$ cat config.mk
export PLATFORM = sky130hd
export DESIGN_NAME = mac_tile_dual
export DESIGN_NICKNAME = d
export VERILOG_FILES = /design/src/rtl/mac_tile_pkg.sv /design/src/rtl/mac_tile_dual_lanes.sv /design/src/rtl/mac_tile_dual.sv
export SDC_FILE = /design/constraint.sdc
export NUM_CORES = 1
export LEC_CHECK = 0
export BUFFER_PORTS_ARGS = -buffer_cell sky130_fd_sc_hd__buf_2
export CORE_ASPECT_RATIO = 1.1
export CORE_MARGIN = 5
export CORE_UTILIZATION = 55
export CTS_CLUSTER_DIAMETER = 60
export DETAILED_ROUTE_END_ITERATION = 10
export PLACE_DENSITY = 0.75
export SKIP_LAST_GASP = 1
export SLEW_MARGIN = 20
export SYNTH_ARGS = -nofsm -noshare
export SYNTH_HDL_FRONTEND = slang
export SYNTH_SLANG_ARGS = --single-unit
$ cat constraint.sdc
create_clock -name clk -period 13.3 [get_ports clk]
set_clock_uncertainty 0.1 [all_clocks]
set_input_delay 1.33 -clock clk [delete_from_list [all_inputs] [get_ports clk]]
set_output_delay 1.33 -clock clk [all_outputs]
set_load 0.02 [all_outputs]
$ cat src/rtl/mac_tile_pkg.sv
`default_nettype none
// ============================================================================
// Module      : mac_tile_pkg
// Description : Shared instruction encoding, dataflow modes and saturation
//               helper for the dual-dataflow MAC tile.
// Revision    : 1.0
// ============================================================================
package mac_tile_pkg;

    localparam int INST_LOAD = 0;
    localparam int INST_EXEC = 1;
    localparam int INST_AUX  = 2;

    localparam logic MODE_WS = 1'b0;
    localparam logic MODE_OS = 1'b1;

    // Clamp a wide signed value to the signed range of a narrower word.
    function automatic logic signed [63:0] sat_signed(
        input logic signed [63:0] value,
        input int unsigned        width
    );
        logic signed [63:0] max_v;
        logic signed [63:0] min_v;
        max_v = (64'sd1 <<< (width - 1)) - 64'sd1;
        min_v = -(64'sd1 <<< (width - 1));
        if (value > max_v) begin
            return max_v;
        end else if (value < min_v) begin
            return min_v;
        end else begin
            return value;
        end
    endfunction

endpackage
`default_nettype wire

$ cat src/rtl/mac_tile_dual_lanes.sv
`default_nettype none
// ============================================================================
// Module      : mac_lanes
// Description : Combinational LANES-wide dot product plus addend, wrapped or
//               saturated to psum_bw. Activations unsigned, weights signed.
// Revision    : 1.0
// ============================================================================
module mac_lanes
    import mac_tile_pkg::*;
#(
    parameter int bw      = 4,
    parameter int psum_bw = 16,
    parameter int LANES   = 2,
    parameter int SAT     = 0
) (
    input  logic [bw*LANES-1:0] act,
    input  logic [bw*LANES-1:0] wgt,
    input  logic [psum_bw-1:0]  addend,
    output logic [psum_bw-1:0]  result
);

    localparam int PW    = 2 * bw + 1;
    // Wide enough that no lane sum or addend can overflow before wrap/clamp.
    localparam int FULLW = ((psum_bw > PW) ? psum_bw : PW) + $clog2(LANES + 1) + 1;

    logic signed [FULLW-1:0] total;

    always_comb begin
        total = FULLW'($signed(addend));
        for (int i = 0; i < LANES; i++) begin
            total = total + FULLW'(PW'($signed({1'b0, act[i*bw +: bw]}))
                                 * PW'($signed(wgt[i*bw +: bw])));
        end
    end

    if (SAT != 0) begin : g_sat
        assign result = psum_bw'(sat_signed(64'(total), psum_bw));
    end else begin : g_wrap
        assign result = psum_bw'(total);
    end

endmodule
`default_nettype wire

$ cat src/rtl/mac_tile_dual.sv
`default_nettype none
// ============================================================================
// Module      : mac_tile_dual
// Description : Systolic MAC tile supporting weight-stationary and
//               output-stationary dataflows with kernel reload and drain.
// Revision    : 1.0
// ============================================================================
module mac_tile_dual
    import mac_tile_pkg::*;
#(
    parameter int bw      = 4,
    parameter int psum_bw = 16,
    parameter int LANES   = 2,
    parameter int SAT     = 0
) (
    input  logic                clk,
    input  logic                reset,
    input  logic                mode,
    input  logic [bw*LANES-1:0] in_w,
    output logic [bw*LANES-1:0] out_e,
    input  logic [2:0]          inst_w,
    output logic [2:0]          inst_e,
    input  logic [psum_bw-1:0]  in_n,
    output logic [psum_bw-1:0]  out_s,
    input  logic [bw*LANES-1:0] w_n,
    output logic [bw*LANES-1:0] w_s
);

    logic                mode_q;
    logic [bw*LANES-1:0] a_q;
    logic [bw*LANES-1:0] b_q;
    logic [psum_bw-1:0]  c_q;
    logic                load_ready_q;
    logic [psum_bw-1:0]  acc_q;
    logic                drained_q;
    logic [psum_bw-1:0]  os_out_q;
    logic [bw*LANES-1:0] w_s_q;
    logic [2:0]          inst_e_q;

    logic [psum_bw-1:0]  ws_sum;
    logic [psum_bw-1:0]  os_sum;

    mac_lanes #(
        .bw      (bw),
        .psum_bw (psum_bw),
        .LANES   (LANES),
        .SAT     (SAT)
    ) u_ws_mac (
        .act     (a_q),
        .wgt     (b_q),
        .addend  (c_q),
        .result  (ws_sum)
    );

    mac_lanes #(
        .bw      (bw),
        .psum_bw (psum_bw),
        .LANES   (LANES),
        .SAT     (SAT)
    ) u_os_mac (
        .act     (in_w),
        .wgt     (w_n),
        .addend  (acc_q),
        .result  (os_sum)
    );

    always_ff @(posedge clk) begin
        if (reset) begin
            mode_q       <= MODE_WS;
            a_q          <= '0;
            b_q          <= '0;
            c_q          <= '0;
            load_ready_q <= 1'b1;
            acc_q        <= '0;
            drained_q    <= 1'b0;
            os_out_q     <= '0;
            w_s_q        <= '0;
            inst_e_q     <= '0;
        end else begin
            // Mode only switches on idle cycles so an operation is never split.
            if (inst_w == 3'b000) begin
                mode_q <= mode;
            end
            inst_e_q[INST_EXEC] <= inst_w[INST_EXEC];
            inst_e_q[INST_AUX]  <= inst_w[INST_AUX];

            if (mode_q == MODE_WS) begin
                c_q       <= in_n;
                drained_q <= 1'b0;
                // Reload beats a simultaneous load; only the first load word sticks.
                if (inst_w[INST_AUX]) begin
                    load_ready_q <= 1'b1;
                end else if (inst_w[INST_LOAD] && load_ready_q) begin
                    b_q          <= in_w;
                    load_ready_q <= 1'b0;
                end
                if (inst_w[INST_EXEC] || inst_w[INST_LOAD]) begin
                    a_q <= in_w;
                end
                if (!load_ready_q) begin
                    inst_e_q[INST_LOAD] <= inst_w[INST_LOAD];
                end
            end else begin
                inst_e_q[INST_LOAD] <= 1'b0;
                if (inst_w[INST_AUX]) begin
                    if (!drained_q) begin
                        os_out_q  <= acc_q;
                        acc_q     <= '0;
                        drained_q <= 1'b1;
                    end else begin
                        os_out_q <= in_n;
                    end
                end else begin
                    drained_q <= 1'b0;
                    if (inst_w[INST_EXEC]) begin
                        acc_q <= os_sum;
                        a_q   <= in_w;
                        w_s_q <= w_n;
                    end
                end
            end
        end
    end

    assign out_s  = (mode_q == MODE_OS) ? os_out_q : ws_sum;
    assign out_e  = a_q;
    assign w_s    = w_s_q;
    assign inst_e = inst_e_q;

endmodule
`default_nettype wire

==> flow_summary.yaml, run 1 <==
status:
  outcome: "completed"
cells_and_area:
  num-nets-final: 1111
  diodes: 0
  design_area_mm2: 0.00842
  area_growth_syn_to_layout_pct: 10.8
  drive_above_1_share_pct: 11.9
min_path:
  hold_path_class: "reg2reg"
  hp-start: "w_s[7]"
placed_design:
  portBuffers: 72
  dp_hpwl_um: 13000
  gp_congestion: 0.873
  place_area_mm2: 0.00812
route:
  drtAntennaViolNets: 0
  drt_wl_total_um: 16500
  wl_per_cell_um: 15.3
  via_per_inst: 5.39
  drt_first_iter_violations: 238
  drt-pass1-iter-count: 4
  vias: 5799
  drcViolationCount: 0
cts:
  cts.sinks: 78
  clock_path_buffers: 2
  clkTransAtPathRegs_ps: 60
  cts_buffers: 9
  cts_tree: "yes"
  cts_hold_buf: 0
  cts-root-buf: "clkbuf_16"
  htreeDepth: 3
  clock_latency_ps: 340
  post_cts_buffers: 0
  cts_resized: 0
timing:
  setup_viol: 0
  period_minus_slack_ps: 8190
  setup_tns_ps: 0
  drv_slew: 0
  slew_headroom_pct: 23.4
  rsz0062_at_grt: "false"
  fin_crit_sh_pct: 61.6
  tightest_slew_ps: 1150
  hold_viol_final: 0
  fmax_ghz: 0.122
synth:
  synth_edf_count: 0
  netlist_area_mm2: 0.00760
  ys_types: 60
  synthesis.instances: 821
  syn_nets: 1049
  synth_flop_cell: "dfxtp_1"
  ys_ff_latch: 78
  avgSynthCellArea_um2: 9.26
  ys_seq_area_share_pct: 20.5
  ys_warn_count: 0
  async_reset_ff_share_pct: 0
global_routing:
  grt_max_degree: 75
  grt_first_pass_wirelength_um: 27700
  grt_pass1_vias: 5862
  antenna_found_initial: 0
  track_usage_pct: 20.9
  grt_overflow: 0
floorplanning:
  start_util_pct: 55.6
  die-area_mm2: 0.0163
  num_rows: 45
  coreArea_mm2: 0.0137
  die_y_um: 133
  die_w_um: 122
  io_pins: 73
critical_path:
  arrival_ps: 6760
  required_ps: 11870
  crit_path_start_kind: "flip-flop"
  path_max_fanout: 8
  end_kind: "primary output"
  worst-setup-path-type: "reg2out"
  worstSetupStartpoint: "out_e[4]"
  reg2reg_from: "acc_q[2]"
flow_run:
  drv_cap: 0
power_and_ir_drop:
  leakage_uw: 0.00417
  power-per-cell-area_mw_per_mm2: 109
  peakVddDrop_mv: 0.0653
## logic make-up after synthesis
group	synth area share (%)
AO/OA/AOI/OAI	11.5
adder cells (fa/ha/maj)	37.2
AND/OR/NAND/NOR	14.0
XOR/XNOR	3.75
multiplexers	7.05
buffers and inverters	5.91
flip-flops	20.5
## layout by cell type, fill, tap and decap left out, types with 5 or more instances in the layout
master / n
a211oi_1: 19
a21o_1: 13
a21oi_1: 37
and2_1: 26
buf_2: 72
clkbuf_16: 9
dfxtp_1: 77
fa_1: 60
ha_1: 130
inv_1: 91
mux2i_1: 49
nand2_1: 57
nand2b_1: 13
nor2_1: 81
nor2b_1: 11
nor3_1: 5
nor3b_1: 9
o21a_1: 5
o21ai_0: 19
xnor2_1: 24
xor2_1: 6
## sequential cells by signal (all words and copies together), names as in the netlist
signal / cells
inst_e: 3
acc_q: 16
out_e: 8
b_q: 8
c_q: 16
mode_q: 1
w_s: 8
load_ready_q: 1
drained_q: 1
os_out_q: 16
## Yosys cell counts, drive strengths merged, types with 2 or more instances
| library cell | instances | area, um2 |
|---|---|---|
| nor3 | 5 | 25.0 |
| a21boi | 2 | 15.0 |
| dfxtp | 78 | 1560 |
| nor2 | 82 | 310 |
| mux2 | 4 | 45.0 |
| nand3b | 3 | 26.3 |
| a21oi | 37 | 185 |
| o21a | 5 | 37.5 |
| nand2b | 13 | 81.3 |
| a211oi | 20 | 155 |
| xnor2 | 24 | 210 |
| and2 | 26 | 163 |
| nor2b | 11 | 68.8 |
| o221ai | 2 | 17.5 |
| buf | 10 | 47.6 |
| ha | 130 | 1630 |
| nand3 | 4 | 20.0 |
| mux2i | 49 | 490 |
| o21ai | 24 | 124 |
| a22o | 4 | 35.0 |
| nand2 | 58 | 220 |
| xor2 | 6 | 52.6 |
| o31ai | 5 | 42.5 |
| a22oi | 2 | 15.0 |
| inv | 91 | 342 |
| nand4 | 2 | 12.5 |
| or4 | 2 | 15.0 |
| o21bai | 3 | 22.5 |
| nor3b | 9 | 67.6 |
| clkbuf | 15 | 56.3 |
| fa | 60 | 1200 |
| or3 | 4 | 25.0 |
| a21o | 13 | 97.6 |
## per-layer routing
layer  vias up  track usage (%)  wire length, um
li1       2907                -                -
met1      2768             27.3             7390
met2        94             36.2             8250
met3        30             2.17              463
met4         0             6.60              393
met5         -                0                0
## metrics by stage
stage	hold WS, ps	setup WS, ps	cells	util [%]	power [uW]
floorplan	353	5630	821	-	570
global placement	344	5560	1060	59.4	651
detailed placement	349	5510	1060	59.4	664
CTS	358	5070	1076	61.6	922
global route	375	4730	1076	61.6	982
finish	356	5110	1076	61.6	915
## worst max-delay path, cell delays in order (launching register included)
cell      delay, ps
dfxtp_1         340
nand2b_1        170
fa_1            510
fa_1            570
fa_1            420
inv_1            80
ha_1            210
a211oi_1        110
or4b_1          520
nand3b_2        220
ha_1            280
ha_1            300
fa_1            480
ha_1            310
ha_1            380
a21o_1          230
or4_1           410
o221ai_1        270
o21ai_1         160
o311ai_1        250
buf_2           210
## area by class of cell
type                       count  area, um2
clock buffer                   9        225
clock inverter                 7       73.8
fill                        1183       5260
inverter                      92        345
multi-input combinational    626       5590
sequential                    78       1560
tap                          188        235
timing repair buffer          76        390
## path summary, 6_finish.rpt
path	endpoint	slack, ps	cells after the start
worst min-delay path	w_s[7]	360	2
worst min register to register	w_s[7]	360	2
worst max register to register	acc_q[15]	8770	16
worst max-delay path	out_s[15]	5110	20
## power by group
group	internal [uW]	switching (uW)
combinational	179	230
sequential	243	9.49
clock	146	108
Note: power is estimated with default switching activity, not from simulation.
==> run 2: changes to the inputs <==
- PLACE_DENSITY: 0.75 -> 0.78
- clock period: 13.3 -> 6.7 ns (I/O delays scaled with it)
==> flow_summary.yaml, run 2 (same netlist as run 1, synthesis figures left out) <==
power_and_ir_drop:
  clkPwrFrac_pct: 24.2
  pwr-share-comb_pct: 49.2
  peakVddDrop_mv: 0.124
  netSwitchingPower_uw: 699
  leakage_uw: 0.00449
  power-per-cell-area_mw_per_mm2: 205
  p_sw_share_pct: 37.4
  p_seq_share_pct: 26.7
  intPower_uw: 1170
route:
  drt_wl_total_um: 18200
  wl_per_cell_um: 16.0
  drt_first_iter_violations: 323
  vias: 6158
  drtAntennaViolNets: 0
  drt-pass1-iter-count: 5
  drcViolationCount: 0
  via_per_inst: 5.44
cts:
  cts.sinks: 78
  cts_hold_buf: 0
  clock_path_buffers: 2
  htreeDepth: 3
  clock_latency_ps: 330
  clkTransAtPathRegs_ps: 60
  cts-root-buf: "clkbuf_16"
  cts_buffers: 9
  cts_tree: "yes"
critical_path:
  arrival_ps: 6320
  crit_path_start_kind: "flip-flop"
  required_ps: 5930
  critical-path-max-stage-delay_ps: 520
  end_kind: "primary output"
  timing.critical_path.buf_inv: 6
  cp_top_family: "adder cells"
  reg2reg_from: "acc_q[2]"
  worst-setup-path-type: "reg2out"
  cp_common_cell: "fa_1"
  crit_chain: "nand2b_4, fa_1, fa_1, fa_1, inv_2, ha_4, fa_1, inv_1, fa_1, fa_1, fa_1, inv_1, ha_2, buf_6, a21o_1, a21o_1, a2111oi_4, buf_4, o221ai_2, a32oi_2, buf_4"
  rrSetupSlack_ps: 2290
  crit_slowest_cell: "fa_1"
  r2r_cells: 16
  timing.rr.end: "acc_q[15]"
  path_max_fanout: 3
cells_and_area:
  drive_above_1_share_pct: 21.7
  num-nets-final: 1168
  diodes: 0
  reg_top3: "acc_q x16, c_q x16, os_out_q x16"
  mostFrequentLayoutCells: "123 x ha_1, 86 x inv_1, 81 x nor2_1"
  fill_cells: 1075
  design_area_mm2: 0.00913
  area_growth_syn_to_layout_pct: 20.1
  layout_commonest_cell: "ha_1"
timing:
  hold_viol_final: 0
  fin_crit_sh_pct: 106
  rsz0062_at_grt: "true"
  setup_viol: 9
  layout_setup_ws_ps: -389
  slew_headroom_pct: 32.9
  fmax_ghz: 0.141
  drv_slew: 0
  tightest_slew_ps: 999
  period_minus_slack_ps: 7090
global_routing:
  grt_pass1_vias: 6187
  grt_first_pass_wirelength_um: 29300
  track_usage_pct: 22.3
  antenna_found_initial: 0
  grt_max_degree: 75
  grt_overflow: 0
placed_design:
  gp_congestion: 0.873
  post-place-ws_ps: -222
  place_area_mm2: 0.00856
  portBuffers: 72
  dp_hpwl_um: 13900
min_path:
  hp-start: "w_s[2]"
  hold_path_class: "reg2reg"
  whs_endpoint: "w_s[2]"
  hold_path_depth: 2
floorplanning:
  io_pins: 73
  die-area_mm2: 0.0163
  die_w_um: 122
  num_rows: 45
  die_y_um: 133
  coreArea_mm2: 0.0137
  start_util_pct: 55.6
status:
  failed_checks: "setup timing"
  outcome: "complete, but fails checks"
flow_run:
  drv_cap: 0
-- run 2: worst reg2reg max path, cell delays in order, from the launching register on --
cell	delay, ps
dfxtp_1	430
inv_1	90
fa_1	530
inv_1	40
ha_1	260
inv_1	50
fa_1	430
fa_1	480
inv_1	40
ha_1	220
fa_2	360
a211oi_2	260
nor2_1	110
o221a_4	270
a41oi_2	220
xnor3_1	270
o31ai_2	170
-- run 2: worst max-delay path by stage --
stage                  start        end  slack (ps)  cells after the start
floorplan           out_e[4]  out_s[11]           8                     21
global placement    out_e[4]  out_s[15]        -160                     21
finish              out_e[4]  out_s[12]        -390                     21
global route        out_e[6]  out_s[11]        -610                     22
detailed placement  out_e[4]  out_s[15]        -220                     21
CTS                   b_q[5]  out_s[11]        -450                     22
-- run 2: layer usage --
layer	routed length (um)	GRT usage (%)
met1	7880	29.9
met2	9260	37.4
met3	590	2.38
met4	438	7.34
met5	0	0
-- run 2: power groups by stage --
stage	clock network, uW	logic [uW]	registers (uW)
5_1_grt	480	1050	500
6_report	452	918	498
4_1_cts	459	897	498
3_5_place_dp	0	856	507
3_3_place_gp	0	835	507
2_1_floorplan	0	634	509
-- run 2: area by class of cell --
type,instances,area [um2],area share [%]
clock buffers,10,239,2.62
clock inverters,6,37.5,0.411
inverters,92,345,3.78
multi-input cells,626,5830,63.9
flip-flops and latches,78,1570,17.2
well taps,188,235,2.58
repair buffers,133,875,9.58
-- run 2: stage by stage --
| stage | cells | utilization [%] | setup TNS, ps | power [uW] | hold WS, ps |
|---|---|---|---|---|---|
| after floorplan | 821 | - | 0 | 1140 | 353 |
| after detailed placement | 1109 | 62.6 | -1520 | 1360 | 344 |
| after CTS | 1130 | 65.7 | -2850 | 1850 | 352 |
| after global placement | 1109 | 62.6 | -975 | 1340 | 343 |
| final | 1133 | 66.7 | -2340 | 1870 | 349 |
| after global routing | 1133 | 66.7 | -4440 | 2030 | 373 |
-- run 2: what timing repair did --
action	4_1_cts	5_1_grt
pin swaps	21	23
buffers inserted	5	4
setup endpoints to repair	10	11
cloned	0	0
gates resized for setup	33	23
